===== config.mk =====
export PLATFORM = sky130hd
export DESIGN_NAME = reg_bank_p
export DESIGN_NICKNAME = d
export VERILOG_FILES = /design/src/rtl/reg_bank_p.sv
export SDC_FILE = /design/constraint.sdc
export NUM_CORES = 2
export LEC_CHECK = 0
export CAP_MARGIN = 20
export CELL_PAD_IN_SITES_DETAIL_PLACEMENT = 2
export CELL_PAD_IN_SITES_GLOBAL_PLACEMENT = 2
export CORE_AREA = 3 3 424 426
export CTS_CLUSTER_DIAMETER = 80
export CTS_CLUSTER_SIZE = 12
export DETAILED_ROUTE_END_ITERATION = 12
export DIE_AREA = 0 0 427 429
export GPL_TIMING_DRIVEN = 0
export PLACE_DENSITY = 0.58
export SETUP_SLACK_MARGIN = 0.1
export SYNTH_ARGS = -nofsm -noshare
export SYNTH_HDL_FRONTEND = slang
export SYNTH_SLANG_ARGS = --single-unit

===== constraint.sdc =====
create_clock -name clk -period 4.6 [get_ports clk]
set_clock_uncertainty 0.1 [all_clocks]
set_input_delay 0.92 -clock clk [delete_from_list [all_inputs] [get_ports clk]]
set_output_delay 0.92 -clock clk [all_outputs]
set_load 0.02 [all_outputs]

===== src/rtl/reg_bank_p.sv =====
// reg_bank_p: register bank with two registered read ports (a, b), one
// write-back port (c) and a small memory-transfer engine that moves the
// working register WR to/from an external memory.
//
// Ports:
//   clk, rst       clock, synchronous active-high reset
//   mc             bit0 = memory write (priority), bit1 = memory read
//   sel_a, sel_b   read indices; values >= NREG mean "no register" (hold)
//   sel_c, data_c  write-back index/data; sentinel index writes nothing
//   mem_rdata      read data from memory, taken on mem_ack in MRD
//   mem_ack        memory completion strobe
//   a, b           registered read data (1-cycle latency, write-through)
//   wr_data        value of reg[WR] captured when a memory write starts
//   mem_req        transfer in progress (MWR or MRD)
//   mem_we         transfer is a write
//   busy           same as mem_req
module reg_bank_p #(
  parameter int DW   = 16,
  parameter int NREG = 35,
  parameter int SW   = 6,
  parameter int WR   = NREG - 1
) (
  input  logic          clk,
  input  logic          rst,
  input  logic [1:0]    mc,
  input  logic [SW-1:0] sel_a,
  input  logic [SW-1:0] sel_b,
  input  logic [SW-1:0] sel_c,
  input  logic [DW-1:0] data_c,
  input  logic [DW-1:0] mem_rdata,
  input  logic          mem_ack,
  output logic [DW-1:0] a,
  output logic [DW-1:0] b,
  output logic [DW-1:0] wr_data,
  output logic          mem_req,
  output logic          mem_we,
  output logic          busy
);

  typedef enum logic [1:0] {IDLE, MWR, MRD} state_t;

  localparam logic [SW-1:0] NSEL = SW'(NREG);
  localparam logic [SW-1:0] WSEL = SW'(WR);

  state_t        state;
  logic [DW-1:0] regs [NREG];

  // Single register write per edge: either port C (idle, no transfer
  // request) or the memory-read completion into WR.
  logic          wen;
  logic [SW-1:0] widx;
  logic [DW-1:0] wdata;

  always_comb begin
    wen   = 1'b0;
    widx  = sel_c;
    wdata = data_c;
    case (state)
      IDLE: wen = (mc == 2'b00) && (sel_c < NSEL);
      MRD: begin
        wen   = mem_ack;
        widx  = WSEL;
        wdata = mem_rdata;
      end
      default: wen = 1'b0;
    endcase
  end

  always_ff @(posedge clk) begin
    if (rst) begin
      state   <= IDLE;
      mem_req <= 1'b0;
      mem_we  <= 1'b0;
      busy    <= 1'b0;
      a       <= '0;
      b       <= '0;
      wr_data <= '0;
      for (int i = 0; i < NREG; i++) regs[i] <= '0;
    end else begin
      if (wen) regs[widx] <= wdata;

      // Write-through: a read of the register being written sees new data.
      if (sel_a < NSEL) a <= (wen && widx == sel_a) ? wdata : regs[sel_a];
      if (sel_b < NSEL) b <= (wen && widx == sel_b) ? wdata : regs[sel_b];

      case (state)
        IDLE: begin
          if (mc[0]) begin
            wr_data <= regs[WSEL];
            state   <= MWR;
            mem_req <= 1'b1;
            mem_we  <= 1'b1;
            busy    <= 1'b1;
          end else if (mc[1]) begin
            state   <= MRD;
            mem_req <= 1'b1;
            mem_we  <= 1'b0;
            busy    <= 1'b1;
          end
        end
        MWR, MRD: begin
          if (mem_ack) begin
            state   <= IDLE;
            mem_req <= 1'b0;
            mem_we  <= 1'b0;
            busy    <= 1'b0;
          end
        end
        default: begin
          state   <= IDLE;
          mem_req <= 1'b0;
          mem_we  <= 1'b0;
          busy    <= 1'b0;
        end
      endcase
    end
  end

endmodule


==> run metrics <==
run status complete, but fails checks; failing checks max-slew violations, negative setup slack; top cells by count, synth 1008 x edfxtp_1, 606 x nor2_1, 432 x mux4_2, 185 x clkbuf_1, 125 x mux2i_1; Clk network pwr share 37.2%; reg2reg setup slack 100 ps; top-area cell type share of the netlist area 57.38%; layout cells sized above 1 22.85%; Core Region 176100 sq um; Starting Density 29.95%; Worst path max stage delay 840 ps; Tot Pwr 0.02357 W; synthesized flop and latch total 1075; IR drop worst, VDD 0.2805 mV; sw power 0.006729 W; H-Tree Level Count 3; top cells by area, synth edfxtp_1 57%, mux4_2 18%, nor2_1 4.3%, dfxtp_1 2.5%, mux2i_1 2.4%; simple logic cell fraction of the synthesized area 7.583%; CP Cell Sequence clkdlybuf4s50_1 > clkbuf_2 > nor2_1 > clkbuf_1 > a221oi_2 > o21ai_0 > a21oi_1 > o22ai_1 > a22o_1; clock buffer count from CTS 108; sw frac 28.55%; hold path depth 2; largest net degree at the start of global routing 32; via density per instance 5.908; critical path peak fanout 10; Most used DFF post-synth edfxtp_1; vias in the first global route 38960; via count 39260; r2r startpoint state[0]; reg2reg path depth 10; Worst Tran Pin Value 1613 ps; Synthesis Warnings 0; Antenna Nets Post-Route 0; multiplexer share of the synthesized area 22.82%; WL/cell 42.58 um; post-synth cell types 80; Avg Inst Size Synth 15.17 sq um; Worst R2R End regs[14][12]; max cap viols 0; worst setup margin -97.49 ps; # hold bufs at CTS 0; Worst-Skew Late Latency 780 ps; Post-route DRC 0; Site Rows 154; Critical Path RT 5140 ps; die height 429 um; Crit Path Class in2reg; DRT Pass-1 Iters 5; clock slew at reported path FFs 60 ps; DRT Wirelength 283000 um; first-pass GRT wire length 369800 um; Final Max Tran Viols 1; post-DP HPWL 210900 um; area delta synth->final 20.61%; ys async rst share 0%; Layout Nets 4283; post-synthesis adder-cell area fraction 0.04744%; final setup violation count 6; EDFF count, synth 1008; Int Power 0.01684 W; I/O pin total 106; total gr overflow 0; filler cell count in the final layout 18030; Seq/Total Area, Yosys 59.92%; CTS sink cnt 1075; WHS 356.2 ps; Tcrit/Tclk final 102.1%; drt first-iter violations 5719; area leader, netlist edfxtp_1; Synth Instances 3478; DP Worst Slack -2077 ps; Max Freq 0.2129 GHz; RSZ-0062 raised after global routing false; Clock Tree Buf Depth 3; Synth Area in XOR/XNOR 0.06641%; Compound-Gate Fraction of Synth Area 6.755%; I/O Buffers 95; Hold Crit Endpoint wr_data[14]; clock root buffer clkbuf_16; startpoint types input pin; Hold Path Class reg2reg; CTS tree yes; Arr. time, crit path 5230 ps; Power Dens Cells 370.5 nW/um^2; initial antenna violation count 42; slowest stage cell, crit path clkdlybuf4s50_1; Leakage 21.96 nW; slew margin rel. -7.552%; largest family of logic cells by synthesized area multiplexers; Hold Fails Final Rpt 0; Tmin final 4697 ps; register share of total power 48.3%; final RePlAce weighted congestion 0.9703; Die X 427 um; Die ar. 183200 sq um; Hold Path Origin wr_data[14]; crit end category register; Logic pwr share 14.5%; cell with the most instances after synthesis edfxtp_1; Mapped Area 52750 sq um; gr usage total 30.43%
-- power groups by stage --
stage / Clock, W / Combinational, W / Sequential (W)
2_1_floorplan: 0 / 0.00155 / 0.0115
3_3_place_gp: 0 / 0.00311 / 0.0116
3_5_place_dp: 0 / 0.00324 / 0.0116
4_1_cts: 0.00884 / 0.00331 / 0.0114
5_1_grt: 0.00916 / 0.00344 / 0.0114
6_report: 0.00878 / 0.00341 / 0.0114
-- area by class of cell --
class	count	area (sq um)	area share, %
Antenna cell	20	50.05	0.07866
Buffer	323	1554	2.442
Clock buffer	139	2870	4.511
Clock inverter	30	307.8	0.4837
Inverter	29	112.6	0.1770
Multi-Input combinational cell	2513	21820	34.29
Sequential cell	1075	31610	49.68
Tap cell	2340	2928	4.601
Timing Repair Buffer	175	2366	3.719
Timing Repair inverter	1	7.507	0.01180
-- per-layer routing --
| metal | share of wire (%) | wire (um) | track usage (%) |
|---|---|---|---|
| met2 | 46 | 130200 | 47.47 |
| met1 | 39 | 111300 | 39.91 |
| met4 | 6.7 | 18870 | 17.11 |
| met3 | 8.0 | 22530 | 5.449 |
| met5 | 0.014 | 40 | 0 |
-- flip-flops by register name, summed over array words and instances (netlist names) --
signal / flops
a: 16
b: 16
busy: 1
regs: 1024
state: 2
wr_data: 16
-- cells by family after synthesis --
| logic type | after synthesis |
|---|---|
| compound gates | 474 |
| xor+xnor | 4 |
| fa+ha+maj | 2 |
| buf+inv | 353 |
| flops | 1075 |
| mux | 651 |
| other cells | 1 |
| simple gates | 918 |
-- cell usage in the layout (no fill, tap or decap), drive strengths merged, types with 14 or more instances in the layout --
master         Yosys  layout
a211o             16      16
a211oi            37      37
a21oi             53      53
a221o             16      16
a221oi            23      23
a22o              36      36
a22oi             43      43
a41oi             15      15
and3              14      14
buf              139     212
clkbuf           185     328
clkdlybuf4s50      0      95
clkinv             3      16
conb               1     464
dfxtp             67      67
diode              0      20
edfxtp          1008    1008
inv               26      33
mux2              94      94
mux2i            125     125
mux4             432     432
nand2            118     118
nand2b            55      55
nor2             606     606
nor2b             19      19
nor3              33      33
o21ai             32      32
o221ai            33      33
o22a              17      17
o22ai             94      94
-- critical path, delay by kind of cell --
kind	cells	cell delay, ps
compound gates	5	2110
buf+inv	3	1880
simple gates	1	270
-- worst max-delay path by stage --
stage                  start           to  slack [ps]  cells past startpoint
finish              sel_b[3]         b[2]        -100                      9
global route        state[0]  regs[14][1]         100                     10
CTS                 state[0]  regs[32][1]         100                      9
detailed placement  sel_b[2]        b[11]       -2080                     11
global placement    sel_a[2]        a[10]       -2890                     10
floorplan           sel_c[4]  regs[32][0]        1240                      7
-- per-stage QoR --
stage / instances / setup TNS (ps) / util [%] / cell area [sq um]
finish: 6645 / -261.6 / 36.13 / 63630
global route: 6627 / 0 / 36.10 / 63580
CTS: 6617 / 0 / 35.98 / 63360
detailed placement: 6446 / -390960 / 33.90 / 59690
global placement: 6376 / -1161250 / 33.14 / 58370
floorplan: 3941 / 0 / - / 54490
-- timing repair --
action	in CTS	in global routing
endpoints found under the setup margin	353	167
pin swaps	3	1
gates resized for setup	128	23
setup buffers	2	0
cloned	1	0
(Power assumes the default switching activity.)
